==> src/rtl/ibex_pkg_pext.sv <==
// Shared types for the Pext unit: Zpn operator encoding, MAC sequencer states
// and operator-class helpers.
package ibex_pkg_pext;

    typedef enum logic [3:0] {
        ZPN_NONE,
        ZPN_ADD16,
        ZPN_SMUL16,
        ZPN_MADDR32,
        ZPN_MSUBR32,
        ZPN_KMMAC,
        ZPN_KMMACU,
        ZPN_KMMSB,
        ZPN_KMMSBU
    } zpn_op_e;

    typedef enum logic [2:0] {
        IDLE,
        PP_LL,
        PP_LH,
        PP_HL,
        PP_HH,
        ACC
    } mac_state_e;

    localparam logic [63:0] MAC_ROUND = 64'h8000_0000;

    function automatic logic is_mac_op(input zpn_op_e op);
        return op inside {ZPN_MADDR32, ZPN_MSUBR32, ZPN_KMMAC, ZPN_KMMACU, ZPN_KMMSB, ZPN_KMMSBU};
    endfunction

    // KMM* ops need the high word of the product, hence the extra HH pass.
    function automatic logic is_kmm_op(input zpn_op_e op);
        return op inside {ZPN_KMMAC, ZPN_KMMACU, ZPN_KMMSB, ZPN_KMMSBU};
    endfunction

    function automatic logic is_sub_op(input zpn_op_e op);
        return op inside {ZPN_MSUBR32, ZPN_KMMSB, ZPN_KMMSBU};
    endfunction

    function automatic logic is_round_op(input zpn_op_e op);
        return op inside {ZPN_KMMACU, ZPN_KMMSBU};
    endfunction

endpackage

==> src/rtl/ibex_pext_mac_seq.sv <==
// Multi-cycle 32x32 multiply-accumulate sequencer time-sharing the Pext ALU's
// 17x17 signed multiplier over four partial-product passes.
module ibex_pext_mac_seq
    import ibex_pkg_pext::*;
#(
    parameter bit RoundEn = 1'b1
) (
    input  logic        clk_i,
    input  logic        rst_ni,
    input  logic        valid_i,
    input  zpn_op_e     zpn_operator_i,
    input  logic [31:0] op_a_i,
    input  logic [31:0] op_b_i,
    input  logic [31:0] op_c_i,
    input  logic        kill_i,
    output logic [16:0] mul_a_o,
    output logic [16:0] mul_b_o,
    input  logic [33:0] mul_res_i,
    output logic [31:0] result_o,
    output logic        valid_o,
    output logic        ov_o,
    output logic        busy_o
);

    mac_state_e  state_q, state_d, pass;
    logic [63:0] sum_q, sum_d;
    logic        start;
    logic [16:0] a_lo, a_hi, b_lo, b_hi;
    logic [63:0] prod_ext, pp_shifted;
    logic        is_kmm, is_sub, round_carry, clamped;
    logic [31:0] hi, low_res, sat_res;
    logic [32:0] hi_ext, c_ext, acc_wide;

    assign is_kmm = is_kmm_op(zpn_operator_i);
    assign is_sub = is_sub_op(zpn_operator_i);

    // The LL pass runs in the accept cycle itself, on the live operands.
    assign start = (state_q == IDLE) && valid_i && is_mac_op(zpn_operator_i) && !kill_i;

    always_comb begin
        pass = state_q;
        if (state_q == IDLE) begin
            pass = start ? PP_LL : IDLE;
        end
    end

    assign a_lo = {1'b0, op_a_i[15:0]};
    assign a_hi = {op_a_i[31], op_a_i[31:16]};
    assign b_lo = {1'b0, op_b_i[15:0]};
    assign b_hi = {op_b_i[31], op_b_i[31:16]};

    always_comb begin
        mul_a_o = '0;
        mul_b_o = '0;
        case (pass)
            PP_LL:   begin mul_a_o = a_lo; mul_b_o = b_lo; end
            PP_LH:   begin mul_a_o = a_lo; mul_b_o = b_hi; end
            PP_HL:   begin mul_a_o = a_hi; mul_b_o = b_lo; end
            PP_HH:   begin mul_a_o = a_hi; mul_b_o = b_hi; end
            default: begin mul_a_o = '0;   mul_b_o = '0;   end
        endcase
    end

    assign prod_ext = {{30{mul_res_i[33]}}, mul_res_i};

    always_comb begin
        pp_shifted = '0;
        sum_d      = sum_q;
        case (pass)
            PP_LL: begin
                pp_shifted = prod_ext;
                sum_d      = pp_shifted;
            end
            PP_LH, PP_HL: begin
                pp_shifted = prod_ext << 16;
                sum_d      = sum_q + pp_shifted;
            end
            PP_HH: begin
                pp_shifted = prod_ext << 32;
                sum_d      = sum_q + pp_shifted;
            end
            default: begin
                pp_shifted = '0;
                sum_d      = sum_q;
            end
        endcase
    end

    always_comb begin
        state_d = state_q;
        case (pass)
            PP_LL:   state_d = PP_LH;
            PP_LH:   state_d = PP_HL;
            PP_HL:   state_d = is_kmm ? PP_HH : ACC;
            PP_HH:   state_d = ACC;
            ACC:     state_d = IDLE;
            default: state_d = IDLE;
        endcase
        if (kill_i) begin
            state_d = IDLE;
        end
    end

    always_ff @(posedge clk_i or negedge rst_ni) begin
        if (!rst_ni) begin
            state_q <= IDLE;
            sum_q   <= '0;
        end else begin
            state_q <= state_d;
            sum_q   <= sum_d;
        end
    end

    // Adding 2^31 before taking the high word is the same as adding bit 31 as a carry.
    assign round_carry = RoundEn && is_round_op(zpn_operator_i) && sum_q[31];
    assign hi          = sum_q[63:32] + {31'b0, round_carry};
    assign hi_ext      = {hi[31], hi};
    assign c_ext       = {op_c_i[31], op_c_i};
    assign acc_wide    = is_sub ? (c_ext - hi_ext) : (c_ext + hi_ext);
    assign clamped     = acc_wide[32] != acc_wide[31];
    assign sat_res     = clamped ? (acc_wide[32] ? 32'h8000_0000 : 32'h7FFF_FFFF) : acc_wide[31:0];
    assign low_res     = is_sub ? (op_c_i - sum_q[31:0]) : (op_c_i + sum_q[31:0]);

    assign valid_o  = (state_q == ACC) && !kill_i;
    assign result_o = valid_o ? (is_kmm ? sat_res : low_res) : 32'h0;
    assign ov_o     = valid_o && is_kmm && clamped;
    assign busy_o   = start || (state_q inside {PP_LL, PP_LH, PP_HL, PP_HH});

endmodule
==> config.mk <==
export PLATFORM = sky130hd
export DESIGN_NAME = ibex_pext_mac_seq
export DESIGN_NICKNAME = d
export VERILOG_FILES = /design/src/rtl/ibex_pkg_pext.sv /design/src/rtl/ibex_pext_mac_seq.sv
export SDC_FILE = /design/constraint.sdc
export NUM_CORES = 1
export LEC_CHECK = 0
export ABC_AREA = 1
export BUFFER_PORTS_ARGS = -buffer_cell sky130_fd_sc_hd__buf_2
export CORE_ASPECT_RATIO = 0.5
export CORE_UTILIZATION = 55
export DETAILED_ROUTE_END_ITERATION = 10
export PLACE_DENSITY = 0.77
export SLEW_MARGIN = 15
export SYNTH_ARGS = -nofsm -noshare
export SYNTH_HDL_FRONTEND = slang
export SYNTH_SLANG_ARGS = --single-unit
==> constraint.sdc <==
create_clock -name clk_i -period 5.5 [get_ports clk_i]
set_clock_uncertainty 0.2 [all_clocks]
set_input_delay 0.275 -clock clk_i [delete_from_list [all_inputs] [get_ports clk_i]]
set_output_delay 0.275 -clock clk_i [all_outputs]
set_load 0.05 [all_outputs]
## Yosys cells after proc, flatten, opt, wreduce, memory -nomap -nowiden

Index checks and enable logic that the tools add are counted.

| storage, ports and cells | value |
|---|---|
| register bits after elaboration | 67 |
| latch bits | 0 |
| RAM bits | 0 |
| ROM bits | 0 |
| output and inout bits | 69 |
| memories | 0 |

| operators by class | value |
|---|---|
| add/subtract/negate cells | 7 |
| $mul | 0 |
| divide/modulo/power cells | 0 |
| magnitude comparators | 0 |
| equality and inequality tests | 16 |
| shift-type cells | 0 |
| multiplexer cells | 14 |
| bitwise logic cells | 0 |
| reductions and logical operators | 21 |

Operators by type and width:

| operator | number |
|---|---|
| $pmux 64 s3 | 1 |
| $mux 32 | 5 |
| $add 64x64->64 | 2 |
| $pmux 17 s2 | 2 |
| $add 32x32->33 | 1 |
| $mux 33 | 1 |
| $sub 32x32->33 | 1 |
| $add 32x1->32 | 1 |
| $add 32x32->32 | 1 |
| $sub 32x32->32 | 1 |
| $eq 4x3->1 const B | 4 |
| $eq 3x2->1 const B | 4 |
| $pmux 3 s4 | 1 |
| $reduce_or 2->1 | 5 |
| $eq 3x3->1 const B | 3 |
| $reduce_bool 4->1 | 2 |
| $logic_and 1x1->1 | 7 |
| $eq 3x1->1 const B | 2 |
| $mux 3 | 2 |
| $reduce_bool 3->1 | 2 |
| $reduce_bool 6->1 | 1 |
| $eq 4x2->1 const B | 1 |
| $eq 4x4->1 const B | 1 |
| $logic_not 3->1 | 1 |
| 5 further kinds | 6 |

## Depth between registers and ports, before layout

| depth | value |
|---|---|
| depth after elaboration | 10 |
| gate-level depth with buffers | 37 |
| gate-level depth less buffers | 35 |

## Least setup slack after synthesis

No wires, ideal clock.

| timing | value |
|---|---|
| path kind | input-to-output |
| start point | input zpn_operator_i[1] |
| end point | output result_o[0] |
| arrival time | 5.176 ns |
| required time | 5.025 ns |
| setup slack | -0.151 ns |
| stages | 34 |
| cells stage by stage | nor2_1 inv_1 nor3_1 inv_1 a21boi_0 ha_1 ha_1 nand2_2 nor2_8 nand3_1 nand2_1 nand2_1 nor2_1 nand4_1 nor2_1 nand4_1 nor2_1 nand2_1 o31ai_1 xor2_1 inv_1 ha_1 a21oi_1 inv_1 a31oi_1 o21ai_0 a221oi_1 nand3_1 nand2_1 inv_1 nand3_2 buf_6 nand3_1 a21oi_1 |

| between the ends | value |
|---|---|
| longest elaborated chain between the ends | 10 |

RTL lines:

| what | RTL line | RTL |
|---|---|---|
| start, declared | ibex_pext_mac_seq.sv:11 | `input zpn_op_e zpn_operator_i,` |
| $eq 4x3->1 or $eq 4x4->1 (tied branches) | ibex_pkg_pext.sv:34, ibex_pkg_pext.sv:42, ibex_pkg_pext.sv:38 |  |
| $reduce_bool 2->1 | ibex_pkg_pext.sv:42 | `return op inside {ZPN_KMMACU, ZPN_KMMSBU};` |
| $logic_and 1x1->1 | ibex_pext_mac_seq.sv:115 | `assign round_carry = RoundEn && is_round_op(zpn_operator_i) && sum_q[31];` |
| $add 32x1->32 | ibex_pext_mac_seq.sv:116 | `assign hi = sum_q[63:32] + {31'b0, round_carry};` |
| $add 32x32->33 or $sub 32x32->33 (tied branches) | ibex_pext_mac_seq.sv:119 | `assign acc_wide = is_sub ? (c_ext - hi_ext) : (c_ext + hi_ext);` |
| $mux 33 | ibex_pext_mac_seq.sv:119 |  |
| $mux 32 or $ne 1x1->1 (tied branches) | ibex_pext_mac_seq.sv:121, ibex_pext_mac_seq.sv:120 |  |
| $mux 32 | ibex_pext_mac_seq.sv:121 | `assign sat_res = clamped ? (acc_wide[32] ? 32'h8000_0000 : 32'h7FFF_FFFF) : acc_wide[31:0];` |
| $mux 32 (*) (2 in a row) | ibex_pext_mac_seq.sv:125 | `assign result_o = valid_o ? (is_kmm ? sat_res : low_res) : 32'h0;` |
| end, declared | ibex_pext_mac_seq.sv:19 | `output logic [31:0] result_o,` |

Every way passes the cells marked *; elsewhere a longest branch is shown, timed or not.

## Worst setup path in the final report

| timing | value |
|---|---|
| start point | register sum_q[31] |
| end point | output result_o[17] |

| between the ends | value |
|---|---|
| longest elaborated chain between the ends | 8 |

RTL lines:

| what | RTL line | RTL |
|---|---|---|
| start, declared | ibex_pext_mac_seq.sv:26 | `logic [63:0] sum_q, sum_d;` |
| start signal, assigned | ibex_pext_mac_seq.sv:110 | `sum_q <= sum_d;` |
| $logic_and 1x1->1 (*) | ibex_pext_mac_seq.sv:115 |  |
| $add 32x1->32 (*) | ibex_pext_mac_seq.sv:116 |  |
| $add 32x32->33 or $sub 32x32->33 (tied branches) | ibex_pext_mac_seq.sv:119 |  |
| $mux 33 (*) | ibex_pext_mac_seq.sv:119 |  |
| $mux 32 or $ne 1x1->1 (tied branches) | ibex_pext_mac_seq.sv:121, ibex_pext_mac_seq.sv:120 |  |
| $mux 32 (*) | ibex_pext_mac_seq.sv:121 |  |
| $mux 32 (*) (2 in a row) | ibex_pext_mac_seq.sv:125 |  |

Marks and branches as above.

==> flow_metrics.env <==
export IMPL_grt_use_total_pct=46.96
export IMPL_synth_main_ff_cell="dfrtp_1"
export IMPL_rsz0062_at_grt="true"
export IMPL_path_max_fanout=5
export IMPL_area_delta_synth_final_pct=29.84
export IMPL_final_max_slew_violation_count=0
export IMPL_finalCriticalPeriod_ps=6452
export IMPL_htree_levels=3
export IMPL_status="finished with violations"
export IMPL_layout_drive_gt1_share_pct=22.75
export IMPL_insertion_delay_ps=360
export IMPL_ios=207
export IMPL_setup_viol_count_final=33
export IMPL_hold_slack_ps=17.88
export IMPL_rows=41
export IMPL_synth_edf_count=0
export IMPL_ir_worst_vdd_v=0.0003227
export IMPL_yosysWarnings=0
export IMPL_setup_ws_ps=-952.2
export IMPL_die_y_um=117.3
export IMPL_clock_root_buffer="clkbuf_16"
export IMPL_p_leak_uw=0.009391
export IMPL_drcViolationCount=0
export IMPL_violations="negative setup slack"
export IMPL_antenna_found_initial=2
export IMPL_drt_wirelength_per_cell_um=21.50
export IMPL_cp_arrival_ps=5980
export IMPL_cts_sinks=67
export IMPL_initial_core_util_pct=56.98
export IMPL_final_cell_mix="nand2_1 (490), inv_1 (349), a21oi_1 (270), nor2_1 (252), o21ai_0 (227)"
export IMPL_syn_num_nets=2759
export IMPL_netlist_top_cells_area="nand2_1 (13%), ha_1 (12%), dfrtp_1 (11%)"
export IMPL_synth_area_leader_cell="nand2_1"
export IMPL_cp_required_ps=5030
export IMPL_hpwl_um=51880
export IMPL_crit_type="flip-flop to output port"
export IMPL_cp_start_kind="flip-flop"
export IMPL_cap_violations=0
export IMPL_cp_end_kind="output port"
export IMPL_ant_nets=0
export IMPL_cts_max_path_buffers=2
export IMPL_grt_pass1_vias=17574
export IMPL_viasPerCell=6.159
export IMPL_slew_headroom_pct=8.418
export IMPL_fill_cells=2073
export IMPL_synth_cell_types=58
export IMPL_final_common_cell="nand2_1"
export IMPL_syn_area_um2=14620
export IMPL_p_per_area_nw_per_um2=620.7
export IMPL_worst_slew_pin_slew_ps=1369
export IMPL_grt_start_max_net_pins=68
export IMPL_finalNonFillerCells=3237
export IMPL_routed_wl_um=69600
export IMPL_core_um2=25650
export IMPL_firstDrtPassIters=7
export IMPL_grt_overflow=0
export IMPL_nets=3174
export IMPL_port_buffers=206
export IMPL_synth_area_per_cell_um2=5.912
export IMPL_cts_tree="done"
export IMPL_ys_ff_latch=67
export IMPL_synth_async_reset_ratio_pct=100.0
export IMPL_grt_pass1_wl_um=97370
export IMPL_vias=19937
export IMPL_synth_top_area_share_pct=12.92
export IMPL_fp_dieW_um=232.5
export IMPL_place_inst=3189
export IMPL_gp_congestion=1.100
export IMPL_drtIter0Drc=2811
export IMPL_yosysSeqAreaShare_pct=11.47
export IMPL_worstHoldPathType="input port to flip-flop"
export IMPL_clk_pin_slew_ps=60
export IMPL_die_area_um2=27270
export IMPL_finalHoldViolCount=0
export IMPL_cts_buffers_inserted=9
export IMPL_min_period_over_period_pct=117.3
export IMPL_fmax_mhz=155.0
export IMPL_synth_cells=2472
per-stage QoR:
step                worst slack (ps)  TNS (ps)  utilization [%]  cell area, µm²  total power, µW
finish                        -952.2    -15480            73.99           18980            11780
global route                   -1066    -21720            73.98           18970            12440
CTS                           -238.0     -6145            72.55           18610            10700
detailed placement            -710.0    -21890            68.18           17490             9733
global placement              -291.1     -8192            68.18           17490             9613
floorplan                     -77.25    -154.5                -           14650             6489
registers in the layout, summed over array words and instances (netlist names):
register / flops
state_q: 3
sum_q: 64
critical path: stages, from the launching register on:
cell,delay (ps)
dfrtp_1,410
a21boi_4,260
ha_4,180
ha_4,210
inv_1,80
ha_1,180
inv_1,50
nor2_1,190
nand3_2,140
nor3_4,280
nand2_2,130
buf_4,160
nand2_1,100
o21ai_0,120
xor2_1,320
ha_1,370
a21oi_1,210
buf_4,140
o21bai_1,80
buf_4,150
a21oi_1,200
buf_4,160
xor2_1,1040
a21oi_4,230
buf_6,230
synthesized netlist by cell type, drive strengths merged (2+ instances only):
cell	n
inv	362
and3	5
and2	2
xor2	73
o31ai	5
clkinv	4
a21oi	308
o21a	12
o211ai	8
a211oi	2
a31oi	42
o221ai	3
nand2	525
a221oi	2
nor2	277
nor4	16
a22oi	8
nand4	24
a21boi	7
xnor2	38
o21bai	14
ha	145
fa	4
o311ai	3
a21o	12
dfrtp	67
o21ai	246
buf	7
nor3	27
a32oi	16
or2	17
nand3b	3
nand3	147
clkbuf	33
cell families after synthesis:
kind of cell	share of synthesized area [%]
simple gates	31.51
flops	11.47
compound gates	26.60
fa+ha+maj	12.96
xor+xnor	6.703
buf+inv	10.75
metal layers:
| metal | vias to the layer above | GRT usage (%) | part of all wire [%] | routed length, µm |
|---|---|---|---|---|
| li1 | 9179 | - | - | - |
| met4 | 6 | 22.09 | 5.7 | 3979 |
| met5 | - | 0 | 0.22 | 150 |
| met3 | 337 | 15.48 | 17 | 11490 |
| met2 | 1506 | 70.87 | 40 | 27540 |
| met1 | 8909 | 60.80 | 38 | 26440 |
final cells by class:
type | count | area (µm²) | area share, %
Antenna cell | 1 | 2.502 | 0.01319
Timing Repair inverter | 3 | 28.78 | 0.1516
Timing Repair Buffer | 441 | 3132 | 16.50
Tap cell | 344 | 430.4 | 2.268
Sequential cell | 67 | 1677 | 8.835
Clock inverter | 7 | 83.83 | 0.4417
Inverter | 366 | 1389 | 7.318
Clock buffer | 9 | 225.2 | 1.187
Multi-Input combinational cell | 1999 | 12010 | 63.28
worst paths after layout:
path                              start            to  slack, ps  cells past startpoint
max                           sum_q[31]  result_o[17]       -950                     24
min                        mul_res_i[4]      sum_q[4]         20                      3
max reg2reg                  state_q[0]     sum_q[48]       1670                     12
min reg2reg                    sum_q[8]      sum_q[8]        390                      2
max in group asynchronous        rst_ni      sum_q[2]       3960                      3
min in group asynchronous        rst_ni     sum_q[38]        480                      3
where the power goes:
part,internal (µW),switching [µW]
clock network,360,269
registers,720,566
logic,3550,6320
total,4630,7150
what timing repair did:
| action | 4_1_cts | 5_1_grt |
|---|---|---|
| hold endpoints to repair | 32 | 0 |
| pin swaps | 29 | 43 |
| resized for setup | 148 | 76 |
| setup endpoints to repair | 33 | 33 |
| gates cloned | 6 | 0 |
| hold buffers | 3 | 0 |
| setup buffers | 17 | 9 |
Power figures use the tool's default switching activity.
